$ cat config.mk
export PLATFORM = sky130hd
export DESIGN_NAME = reset_request
export DESIGN_NICKNAME = d
export VERILOG_FILES = /design/src/rtl/reset_request_pkg.sv /design/src/rtl/reset_debounce.sv /design/src/rtl/reset_request.sv
export SDC_FILE = /design/constraint.sdc
export NUM_CORES = 1
export LEC_CHECK = 0
export CORE_MARGIN = 4
export CORE_UTILIZATION = 41
export DETAILED_ROUTE_END_ITERATION = 10
export GPL_TIMING_DRIVEN = 0
export PLACE_DENSITY = 0.66
export SETUP_SLACK_MARGIN = 0.02
export SYNTH_ARGS = -nofsm -noshare
export SYNTH_HDL_FRONTEND = slang
export SYNTH_SLANG_ARGS = --single-unit
$ cat constraint.sdc
create_clock -name SYSTEM_CLOCK -period 4.09 [get_ports SYSTEM_CLOCK]
set_clock_uncertainty 0.2 [all_clocks]
set_input_delay 0.818 -clock SYSTEM_CLOCK [delete_from_list [all_inputs] [get_ports SYSTEM_CLOCK]]
set_output_delay 0.818 -clock SYSTEM_CLOCK [all_outputs]
set_load 0.02 [all_outputs]
$ cat src/rtl/reset_request_pkg.sv
// Shared encodings and defaults for the reset request block.
// States, cause codes and the counter-width helper live here.
package reset_request_pkg;

    typedef enum logic [2:0] {
        ST_IDLE      = 3'd0,
        ST_ASSERT    = 3'd1,
        ST_WAIT_RISE = 3'd2,
        ST_WAIT_FALL = 3'd3,
        ST_HOLDOFF   = 3'd4
    } state_t;

    typedef enum logic [1:0] {
        CAUSE_NONE   = 2'd0,
        CAUSE_BUTTON = 2'd1,
        CAUSE_WDOG   = 2'd2,
        CAUSE_SW     = 2'd3
    } cause_t;

    localparam int DEF_DEBOUNCE_CYCLES = 16;
    localparam int DEF_PULSE_CYCLES    = 4;
    localparam int DEF_WDOG_LIMIT      = 65535;
    localparam int DEF_SEQ_TIMEOUT     = 64;
    localparam int DEF_HOLDOFF_CYCLES  = 32;

    // Bits needed to hold values 0..n
    function automatic int cnt_width(input int n);
        return (n < 2) ? 1 : $clog2(n + 1);
    endfunction

endpackage

$ cat src/rtl/reset_debounce.sv
// Console button synchronizer and debouncer.
// Emits one press pulse per accepted low level of the button.
module reset_debounce
    import reset_request_pkg::*;
#(
    parameter int CYCLES = DEF_DEBOUNCE_CYCLES
) (
    input  logic clk,
    input  logic rst_n,
    input  logic button_n,
    output logic press
);

    localparam int CW = cnt_width(CYCLES);
    localparam logic [CW-1:0] LAST = CW'(CYCLES - 1);

    logic          sync1;
    logic          sync2;
    logic          stable;
    logic [CW-1:0] cnt;

    // Two-flop sync, then flip the stable level after CYCLES
    // consecutive samples disagreeing with it; pulse on press.
    always_ff @(posedge clk or negedge rst_n) begin
        if (!rst_n) begin
            sync1  <= 1'b1;
            sync2  <= 1'b1;
            stable <= 1'b1;
            cnt    <= '0;
            press  <= 1'b0;
        end else begin
            sync1 <= button_n;
            sync2 <= sync1;
            press <= 1'b0;
            if (sync2 == stable) begin
                cnt <= '0;
            end else if (cnt == LAST) begin
                stable <= sync2;
                cnt    <= '0;
                press  <= ~sync2;
            end else begin
                cnt <= cnt + 1'b1;
            end
        end
    end

endmodule

$ cat src/rtl/reset_request.sv
// Reset request arbiter: button, watchdog and software causes
// feed one request pulse to the reset sequencer.
module reset_request
    import reset_request_pkg::*;
#(
    parameter int DEBOUNCE_CYCLES = DEF_DEBOUNCE_CYCLES,
    parameter int PULSE_CYCLES    = DEF_PULSE_CYCLES,
    parameter int WDOG_LIMIT      = DEF_WDOG_LIMIT,
    parameter int SEQ_TIMEOUT     = DEF_SEQ_TIMEOUT,
    parameter int HOLDOFF_CYCLES  = DEF_HOLDOFF_CYCLES
) (
    input  logic       SYSTEM_CLOCK,
    input  logic       SYSTEM_RESET_N,
    input  logic       BUTTON_N,
    input  logic       SW_RESET_REQ,
    output logic       SW_RESET_ACK,
    input  logic       WDOG_ENABLE,
    input  logic       WDOG_KICK,
    input  logic       SYSTEM_RESET,
    input  logic       CPU_RESET,
    output logic       RESET_REQUEST_N,
    output logic [1:0] RESET_CAUSE,
    output logic       SEQ_FAULT,
    output logic       BUSY
);

    localparam int TMAX12 = (PULSE_CYCLES > SEQ_TIMEOUT) ?
                            PULSE_CYCLES : SEQ_TIMEOUT;
    localparam int TMAX   = (TMAX12 > HOLDOFF_CYCLES) ?
                            TMAX12 : HOLDOFF_CYCLES;
    localparam int TW     = cnt_width(TMAX);
    localparam int WW     = cnt_width(WDOG_LIMIT);

    localparam logic [TW-1:0] PULSE_LAST = TW'(PULSE_CYCLES - 1);
    localparam logic [TW-1:0] SEQ_LAST   = TW'(SEQ_TIMEOUT - 1);
    localparam logic [TW-1:0] HOLD_LAST  = TW'(HOLDOFF_CYCLES - 1);
    localparam logic [WW-1:0] WDOG_MAX   = WW'(WDOG_LIMIT);

    state_t        state;
    state_t        state_next;
    cause_t        cause;
    cause_t        cause_next;
    logic          ack_next;
    logic          fault_set;
    logic          fault;
    logic          req_n;
    logic          sw_ack;
    logic          press;
    logic [TW-1:0] tmr;
    logic          tmr_clr;
    logic [WW-1:0] wdog_cnt;
    logic          wdog_exp;
    logic          enter_assert;

    reset_debounce #(
        .CYCLES (DEBOUNCE_CYCLES)
    ) u_debounce (
        .clk      (SYSTEM_CLOCK),
        .rst_n    (SYSTEM_RESET_N),
        .button_n (BUTTON_N),
        .press    (press)
    );

    assign wdog_exp     = (wdog_cnt == WDOG_MAX);
    assign enter_assert = (state_next == ST_ASSERT) &&
                          (state != ST_ASSERT);
    // The timeout window spans both wait states, so no clear there
    assign tmr_clr      = (state_next != state) &&
                          !(state == ST_WAIT_RISE &&
                            state_next == ST_WAIT_FALL);

    // Next-state, cause capture and ack decision
    always_comb begin
        state_next = state;
        cause_next = cause;
        ack_next   = 1'b0;
        fault_set  = 1'b0;
        unique case (state)
            ST_IDLE: begin
                if (press) begin
                    state_next = ST_ASSERT;
                    cause_next = CAUSE_BUTTON;
                end else if (wdog_exp) begin
                    state_next = ST_ASSERT;
                    cause_next = CAUSE_WDOG;
                end else if (SW_RESET_REQ) begin
                    state_next = ST_ASSERT;
                    cause_next = CAUSE_SW;
                    ack_next   = 1'b1;
                end
            end
            ST_ASSERT: begin
                if (tmr == PULSE_LAST) state_next = ST_WAIT_RISE;
            end
            ST_WAIT_RISE: begin
                if (tmr == SEQ_LAST) begin
                    state_next = ST_HOLDOFF;
                    fault_set  = 1'b1;
                end else if (CPU_RESET) begin
                    state_next = ST_WAIT_FALL;
                end
            end
            ST_WAIT_FALL: begin
                if (tmr == SEQ_LAST) begin
                    state_next = ST_HOLDOFF;
                    fault_set  = 1'b1;
                end else if (!SYSTEM_RESET && !CPU_RESET) begin
                    state_next = ST_HOLDOFF;
                end
            end
            ST_HOLDOFF: begin
                if (tmr == HOLD_LAST) state_next = ST_IDLE;
            end
            default: state_next = ST_IDLE;
        endcase
    end

    // State register and registered outputs
    always_ff @(posedge SYSTEM_CLOCK or negedge SYSTEM_RESET_N) begin
        if (!SYSTEM_RESET_N) begin
            state  <= ST_IDLE;
            cause  <= CAUSE_NONE;
            fault  <= 1'b0;
            req_n  <= 1'b1;
            sw_ack <= 1'b0;
        end else begin
            state  <= state_next;
            cause  <= cause_next;
            fault  <= fault | fault_set;
            req_n  <= (state_next != ST_ASSERT);
            sw_ack <= ack_next;
        end
    end

    // Shared phase timer: pulse width, sequencer timeout, holdoff
    always_ff @(posedge SYSTEM_CLOCK or negedge SYSTEM_RESET_N) begin
        if (!SYSTEM_RESET_N) begin
            tmr <= '0;
        end else if (tmr_clr) begin
            tmr <= '0;
        end else if (state != ST_IDLE) begin
            tmr <= tmr + 1'b1;
        end
    end

    // Watchdog; an expiry seen while busy is dropped by clearing
    always_ff @(posedge SYSTEM_CLOCK or negedge SYSTEM_RESET_N) begin
        if (!SYSTEM_RESET_N) begin
            wdog_cnt <= '0;
        end else if (!WDOG_ENABLE || WDOG_KICK || enter_assert ||
                     (wdog_exp && state != ST_IDLE)) begin
            wdog_cnt <= '0;
        end else if (!wdog_exp) begin
            wdog_cnt <= wdog_cnt + 1'b1;
        end
    end

    assign RESET_REQUEST_N = req_n;
    assign SW_RESET_ACK    = sw_ack;
    assign RESET_CAUSE     = cause;
    assign SEQ_FAULT       = fault;
    assign BUSY            = (state != ST_IDLE);

endmodule

# Yosys cells after proc, flatten, opt, wreduce, memory -nomap -nowiden
# Index checks and enable logic that the tools add are counted.
[op_classes] add_sub_neg=3 eq_ne=16 muxes=27 n_bitwise=3 n_reduce_logical=19
[op_table] operator="$mux W16" n=2
[op_table] operator="$mux W3" n=9
[op_table] operator="$add A16 B1 Y16 const B" n=1
[op_table] operator="$eq A16 B16 Y1 const B" n=1
[op_table] operator="$pmux W3 S5" n=1
[op_table] operator="$mux W7" n=2
[op_table] operator="$mux W5" n=2
[op_table] operator="$eq A3 B2 Y1 const B" n=3
[op_table] operator="$mux W1" n=8
[op_table] operator="$add A7 B1 Y7 const B" n=1
[op_table] operator="$eq A7 B2 Y1 const B" n=1
[op_table] operator="$eq A7 B5 Y1 const B" n=1
[op_table] operator="$eq A7 B6 Y1 const B" n=1
[op_table] operator="$eq A3 B1 Y1 const B" n=2
[op_table] operator="$mux W2" n=3
[op_table] operator="$ne A3 B1 Y1 const B" n=2
[op_table] operator="$reduce_bool A3 Y1" n=2
[op_table] operator="$add A5 B1 Y5 const B" n=1
[op_table] operator="$eq A5 B4 Y1 const B" n=1
[op_table] operator="$logic_and A1 B1 Y1" n=5
[op_table] operator="$logic_not A1 Y1" n=4
[op_table] operator="$reduce_and A2 Y1" n=2
[op_table] operator="$eq A3 B3 Y1 const B" n=1
[op_table] operator="$logic_not A3 Y1" n=1
[op_table] operator="other kinds (8)" n=11
[word_totals] ff_bits=40 output_inout_bits=6

# Depth between registers and ports, before layout
[logic_depth] ltp_word=10 ltp_mapped=8 ltp_nobuf=6

# Modules after synthesis
# From an unflattened synthesis, not the netlist that was laid out.
[hier_totals] cells_unflattened=190 hier_area_um2=2008.2
[by_module_without_submodules] module="reset_request" n_inst=1 cells_each=165 area_each_um2=1666.6
[by_module_without_submodules] module="reset_debounce" n_inst=1 cells_each=25 area_each_um2=341.6

# Worst setup path after synthesis
# OpenSTA, ideal clock, no wires.
[synth_timing] path_type="register -> output" startpoint="register state[1]" endpoint="output port BUSY" t_arrival_ns=1.261 t_required_ns=3.072 setup_slack_ns=1.811 path_stages_with_launch=5 path_buffers=2 path_cell_list="dfrtp_1 > clkbuf_1 > nor3_1 > clkbuf_1 > inv_1"
[synth_between] elab_chain_len=1
[synth_rtl] element="from (decl)" line_no="reset_request.sv:39" rtl="state_t state;"
[synth_rtl] element="from (signal assigned)" line_no="reset_request.sv:127" rtl="state <= state_next;"
[synth_rtl] element="$reduce_bool A3 Y1" line_no="reset_request.sv:162" rtl="assign BUSY = (state != ST_IDLE);"
[synth_rtl] element="to (decl)" line_no="reset_request.sv:24" rtl="output logic BUSY"
# No other way between the ends.

# Final worst setup path
# Same ends and word-level chain as after synthesis.

==> reports/metrics.yaml <==
status: "finished, final reports clean"
numCtsBuffers: 5
ys.flop_type: "dfrtp_1"
synth.most_common_cell: "dfrtp_1"
dieArea_mm2: 0.005864
wl_met2_um: 1528
fin_crit_sh_pct: 81.31
synthArstFlopShare_pct: 100.0
num-fill-cells: 432
rsz0062_at_grt: "no"
clock_latency_ns: 0.29
buffer_ports.inserted: 13
hold_violations: 0
final_max_slew_viol_count: 0
p_per_area_mw_per_mm2: 452.9
dr_total_vias: 1429
grt_max_degree: 27
drt_wl_total_um: 3559
drt-vias-per-instance: 5.392
clkTransAtPathRegs_ns: 0.07
grt_pass1_wl_um: 6375
synthAdderAreaFrac_pct: 1.947
cp.arrival_ns: 2.31
initial_core_util_pct: 43.38
core_mm2: 0.004444
antenna_found_initial: 0
grt_overflow_total: 0
netlist.area_leader.share_pct: 46.72
worst_pin_slew_ns: 0.6894
nNetsFinal: 223
drive_gt1_share_pct: 10.33
cts_setup_buffers: 0
avgSynthCellArea_um2: 10.09
syn_nets: 202
gr-usage-all-layers_pct: 13.58
syn_inst: 191
netlist_area_mm2: 0.001928
synth_area_leaders: "dfrtp_1 (47%), nor2_1 (6.6%), xor2_1 (5.9%), dfstp_2 (5.5%), xnor2_1 (2.7%)"
n_antenna_cell: 0
tritoncts: "built"
critPathMaxFanout: 10
yosys.area_share.simple_pct: 24.79
finalSetupViolations: 0
max_freq_mhz: 300.7
period_needed_ns: 3.325
yosys.area_share.xor_xnor_pct: 8.631
num_rows: 24
yosysSeqAreaShare_pct: 52.17
die_w_um: 76.58
instances_no_fill: 265
io_pins: 14
synth_common_cells: "dfrtp_1 (36), nor2_1 (34), xor2_1 (13)"
clock_tree.root_cell: "clkbuf_8"
drtIter0Drc: 80
synth_compound_area_share_pct: 8.890
dp_hpwl_um: 2503
ys_ff_latch: 40
yosys.area.top_type: "dfrtp_1"
relSlewSlack_pct: 53.66
wl_per_cell_um: 13.43
cts.sinks: 40
cp.required_ns: 3.07
setup_tns_ns: 0
drcViolationCount: 0
h-tree-depth: 2
syn2layout_area_growth_pct: 15.57
setup.worst_path.end_class: "primary output"
ant_nets: 0
grt_pass1_vias: 1331
top_layer_used: "met4"
dr_wl_met3_um: 198
cts_resized: 0
ys_warn_count: 0
yosys-mux-area-fraction_pct: 0.5840
first_pass_iters: 4
routabilityCongestion: 0.8221
synth_top_family_by_area: "simple AND/OR/NAND/NOR gates"
clock_path_buffers: 2
die_h_um: 76.58
hp-class: "reg2reg"
peakVddDrop_mv: 0.2217
worstSetupStartpointType: "flip-flop"
cap_violations: 0
total_leakage_power_uw: 0.0009741
dp.cells: 257
ys_types: 45
wl_met1_um: 1776
ctsHoldBuffers: 0
synth_edf_count: 0
crit_type: "reg2out"
-- critical path, cell delays in order (launching register included) --
cell and delay [ns]:
dfrtp_1 0.36, clkbuf_1 0.18, nor3_1 0.31, clkbuf_1 0.41, inv_1 0.18, clkdlybuf4s50_1 0.58
-- cell type report --
| type | count | area [um2] | share of cell area, % |
|---|---|---|---|
| Buffer | 5 | 31.28 | 1.404 |
| Inverter | 7 | 26.28 | 1.179 |
| Tap cell | 52 | 65.06 | 2.920 |
| Sequential cell | 40 | 1006 | 45.14 |
| Multi-Input combinational cell | 139 | 864.6 | 38.80 |
| Clock buffer | 8 | 90.09 | 4.043 |
| Timing Repair Buffer | 14 | 145.1 | 6.513 |
-- per-stage QoR --
stage	power (uW)	setup WS (ns)	hold WS (ns)	cell area, um2	util (%)
after floorplan	657.6	1.811	0.1452	1928	-
after global placement	749.8	0.9600	0.1459	2123	47.78
after CTS	1027	0.7346	0.1615	2228	50.14
after global routing	1083	0.5326	0.1688	2228	50.14
final	1009	0.7645	0.1621	2228	50.14
after detailed placement	754.6	1.067	0.1504	2138	48.11
-- layout by cell type (no fill, tap or decap), drive strengths merged, types with 4 or more instances in the layout --
cell type	instances
xnor2	6
xor2	13
dfrtp	36
dfstp	4
nand3	8
a21oi	7
clkdlybuf4s50	12
nor2	34
nand2	10
buf	5
and3	4
nand4	6
clkbuf	10
inv	7
nor3	9
-- logic make-up (layout without fill, tap and decap cells) --
group                      after synthesis  after routing
buffers and inverters                   12             34
adders and majority gates                3              3
muxes                                    1              1
AOI/OAI and AO/OA                       26             26
DFF                                     40             40
xor gates and xnor gates                19             19
and+or+nand+nor                         90             90
-- sequential cells by signal (all words and copies together) (netlist names) --
name               count
RESET_CAUSE            2
state                  3
u_debounce.press       1
wdog_cnt              16
tmr                    7
SW_RESET_ACK           1
RESET_REQUEST_N        1
u_debounce.stable      1
SEQ_FAULT              1
u_debounce.sync2       1
u_debounce.sync1       1
u_debounce.cnt         5
-- where the power goes --
part	switching, uW	internal (uW)
Combinational	158	114
Clock	128	137
Sequential	32.6	440
-- final timing paths --
path | startpoint | endpoint | slack (ns) | cells after the start
min in group asynchronous | SYSTEM_RESET_N | tmr[6] | 0.23 | 1
worst max-delay path | state[1] | BUSY | 0.76 | 5
worst min-delay path | u_debounce.sync1 | u_debounce.sync2 | 0.16 | 0
worst min register to register | u_debounce.sync1 | u_debounce.sync2 | 0.16 | 0
max in group asynchronous | SYSTEM_RESET_N | u_debounce.stable | 2.92 | 2
worst max register to register | wdog_cnt[0] | tmr[0] | 1.54 | 6
-- metal layers --
metal / GRT usage (%) / up-vias
met1: 18.68 / 677
met4: 6.341 / 0
met5: 0 / -
met2: 19.33 / 37
met3: 4.255 / 4
li1: - / 711
Note: power is estimated with default switching activity, not from simulation.
==> patch, RTL diff (config.mk and constraints unchanged) <==
`DEF_HOLDOFF_CYCLES`: 32 -> 48.
--- a/src/rtl/reset_request_pkg.sv
+++ b/src/rtl/reset_request_pkg.sv
@@ -21,7 +21,7 @@
     localparam int DEF_PULSE_CYCLES    = 4;
     localparam int DEF_WDOG_LIMIT      = 65535;
     localparam int DEF_SEQ_TIMEOUT     = 64;
-    localparam int DEF_HOLDOFF_CYCLES  = 32;
+    localparam int DEF_HOLDOFF_CYCLES  = 48;
 
     // Bits needed to hold values 0..n
     function automatic int cnt_width(input int n);
Check against the original RTL: same outputs for any inputs over 10 cycles, from zero or initial values and one cycle with SYSTEM_RESET_N low; that may be too few to reach the edited logic, so the function may still have changed.
==> patch against the unedited design <==
  * Worst setup slack improved by 0.070 ns
  * Routed wire length rose by 6.1%
  * Global-route usage rose by 0.59 points
  * Sequential cell count did not move
  * Final cell count rose by 0.38%
  * Area after synthesis rose by 2.7%
  * Count of clock-buffer cells in the layout fell by 2
  * Core utilization fell by 1.9 points
  * Design area rose by 1.6%
  * Power rose by 2.8%
  * Fmax rose by 2.2%
  * Register-to-register slack improved by 0.20 ns
  * Critical path depth fell by 2
  * Critical path type unchanged
  * Highest routed layer unchanged
==> patch: results (changes against the unedited design) <==
Parameter                              Value

Critical path
  Crit Reg-Reg Startpoint ... tmr[0]
  Crit path launch ... state[2]
  Register-to-register setup slack ... 1.74 ns (+0.20 ns)
  Maximum net fanout on the critical path ... 9 (-1)
  Reg2reg path depth ... 5 (-1)
  Crit path arrival time ... 2.24 ns (-0.07 ns)
  Reg-to-Reg End ... tmr[2]

Synth
  Top post-synthesis cells by count ... dfrtp_1, a21oi_1, nor2_1
  Top post-synthesis cells by area ... dfrtp_1, dfstp_2, xor2_1
  Portion of the post-synthesis area used by sequential elements ... 0.508 (-0.0135)

Cells and area
  Finished Cell Area ... 2260 sq um (+1.6%)
  Proportion of layout cells with a drive suffix above 1 ... 0.127 (+0.0241)
  Total Nets Final ... 222 (-0.45%)
  Non-Filler Instances ... 266 (+0.38%)
  Fill cells ... 459 (+6.3%)

Global route
  Met3 track demand over resource ... 0.0348 (-0.00775)
  Met2 usage in global routing ... 0.224 (+0.0303)
  Largest net degree at the start of global routing ... 41 (+52%)
  Overall Global Routing Usage ... 0.142 (+0.00593)

Routing
  Violation count after the first detailed-route iteration ... 58 (-28%)
  Detail-routed net length per standard cell ... 14.2 um (+5.7%)
  Metal1 wirelength ... 1860 um (+4.6%)
  Number of detailed-route iterations in the first pass ... 4 (unchanged)
  Total via count after detailed routing ... 1492 (+4.4%)
  Detailed-routed wire length on met2 ... 1770 um (+16%)
  Routed length on met3 ... 100 um (-49%)

Clock network
  Deepest clock path buffer count ... 2 (unchanged)

Outcome
  Status ... finished clean

Placed design
  Total cell area at the placement stage ... 2170 sq um (+1.6%)
  Minimum setup slack after placement ... 1.17 ns (+0.101 ns)
  Detailed Place HPWL ... 2610 um (+4.4%)
  Placed cell count ... 258 (+0.39%)

Power
  Sw Pwr ... 0.350 mW (+9.9%)
  Maximum resistive drop on vdd ... 295 uV (+33%)

STA
  Tightest Pin Transition ... 0.905 ns (+0.215 ns)
  Minimum clock period ... 3.26 ns (-0.0704 ns)
-- patch: changes by cell type after synthesis, moves of 4 or more --
| cell | change |
|---|---|
| nor3_1 | -8 |
| a21oi_1 | +7 |
| nor2_1 | -21 |
| a211oi_1 | +5 |
| o31ai_1 | +4 |
| or3_1 | +8 |
| o21ai_0 | +6 |
| xnor2_1 | -5 |
-- patch: worst min path at each step --
stage                      from  slack [ns]                to  cells past startpoint
4_1_cts        u_debounce.sync1        0.16  u_debounce.sync2                      0
3_3_place_gp   u_debounce.sync1        0.15  u_debounce.sync2                      0
3_5_place_dp   u_debounce.sync1        0.15  u_debounce.sync2                      0
6_report       u_debounce.sync1        0.16  u_debounce.sync2                      0
2_1_floorplan  u_debounce.sync1        0.15  u_debounce.sync2                      0
5_1_grt        u_debounce.sync1        0.17  u_debounce.sync2                      0
-- patch: power by group through the flow --
stage,Sequential (mW),Clock [mW],Combinational (mW)
detailed placement,0.487,0,0.289
CTS,0.480,0.278,0.290
finish,0.481,0.270,0.286
global route,0.488,0.297,0.321
global placement,0.488,0,0.288
floorplan,0.495,0,0.178
-- patch: final cells by class --
cell class / count / share of cell area
buffer: 3 / 0.00663
timing repair buffer: 13 / 0.0552
clock buffer: 6 / 0.0365
inverter: 7 / 0.0116
clock inverter: 2 / 0.00442
multi-input combinational: 141 / 0.412
sequential: 40 / 0.444
tap: 54 / 0.0298
-- patch: cell families after synthesis --
kind of cell / Yosys count / synth area share
compound gates: 51 / 0.171
xor+xnor: 12 / 0.0531
fa+ha+maj: 3 / 0.0190
buf+inv: 10 / 0.0209
flops: 40 / 0.508
mux: 2 / 0.0107
simple gates: 73 / 0.217
-- patch: worst max-delay path: stages, from the launching register on --
cell and delay [ns]:
dfrtp_1 0.43, nor3_2 0.50, clkinv_1 0.38, clkdlybuf4s50_1 0.63
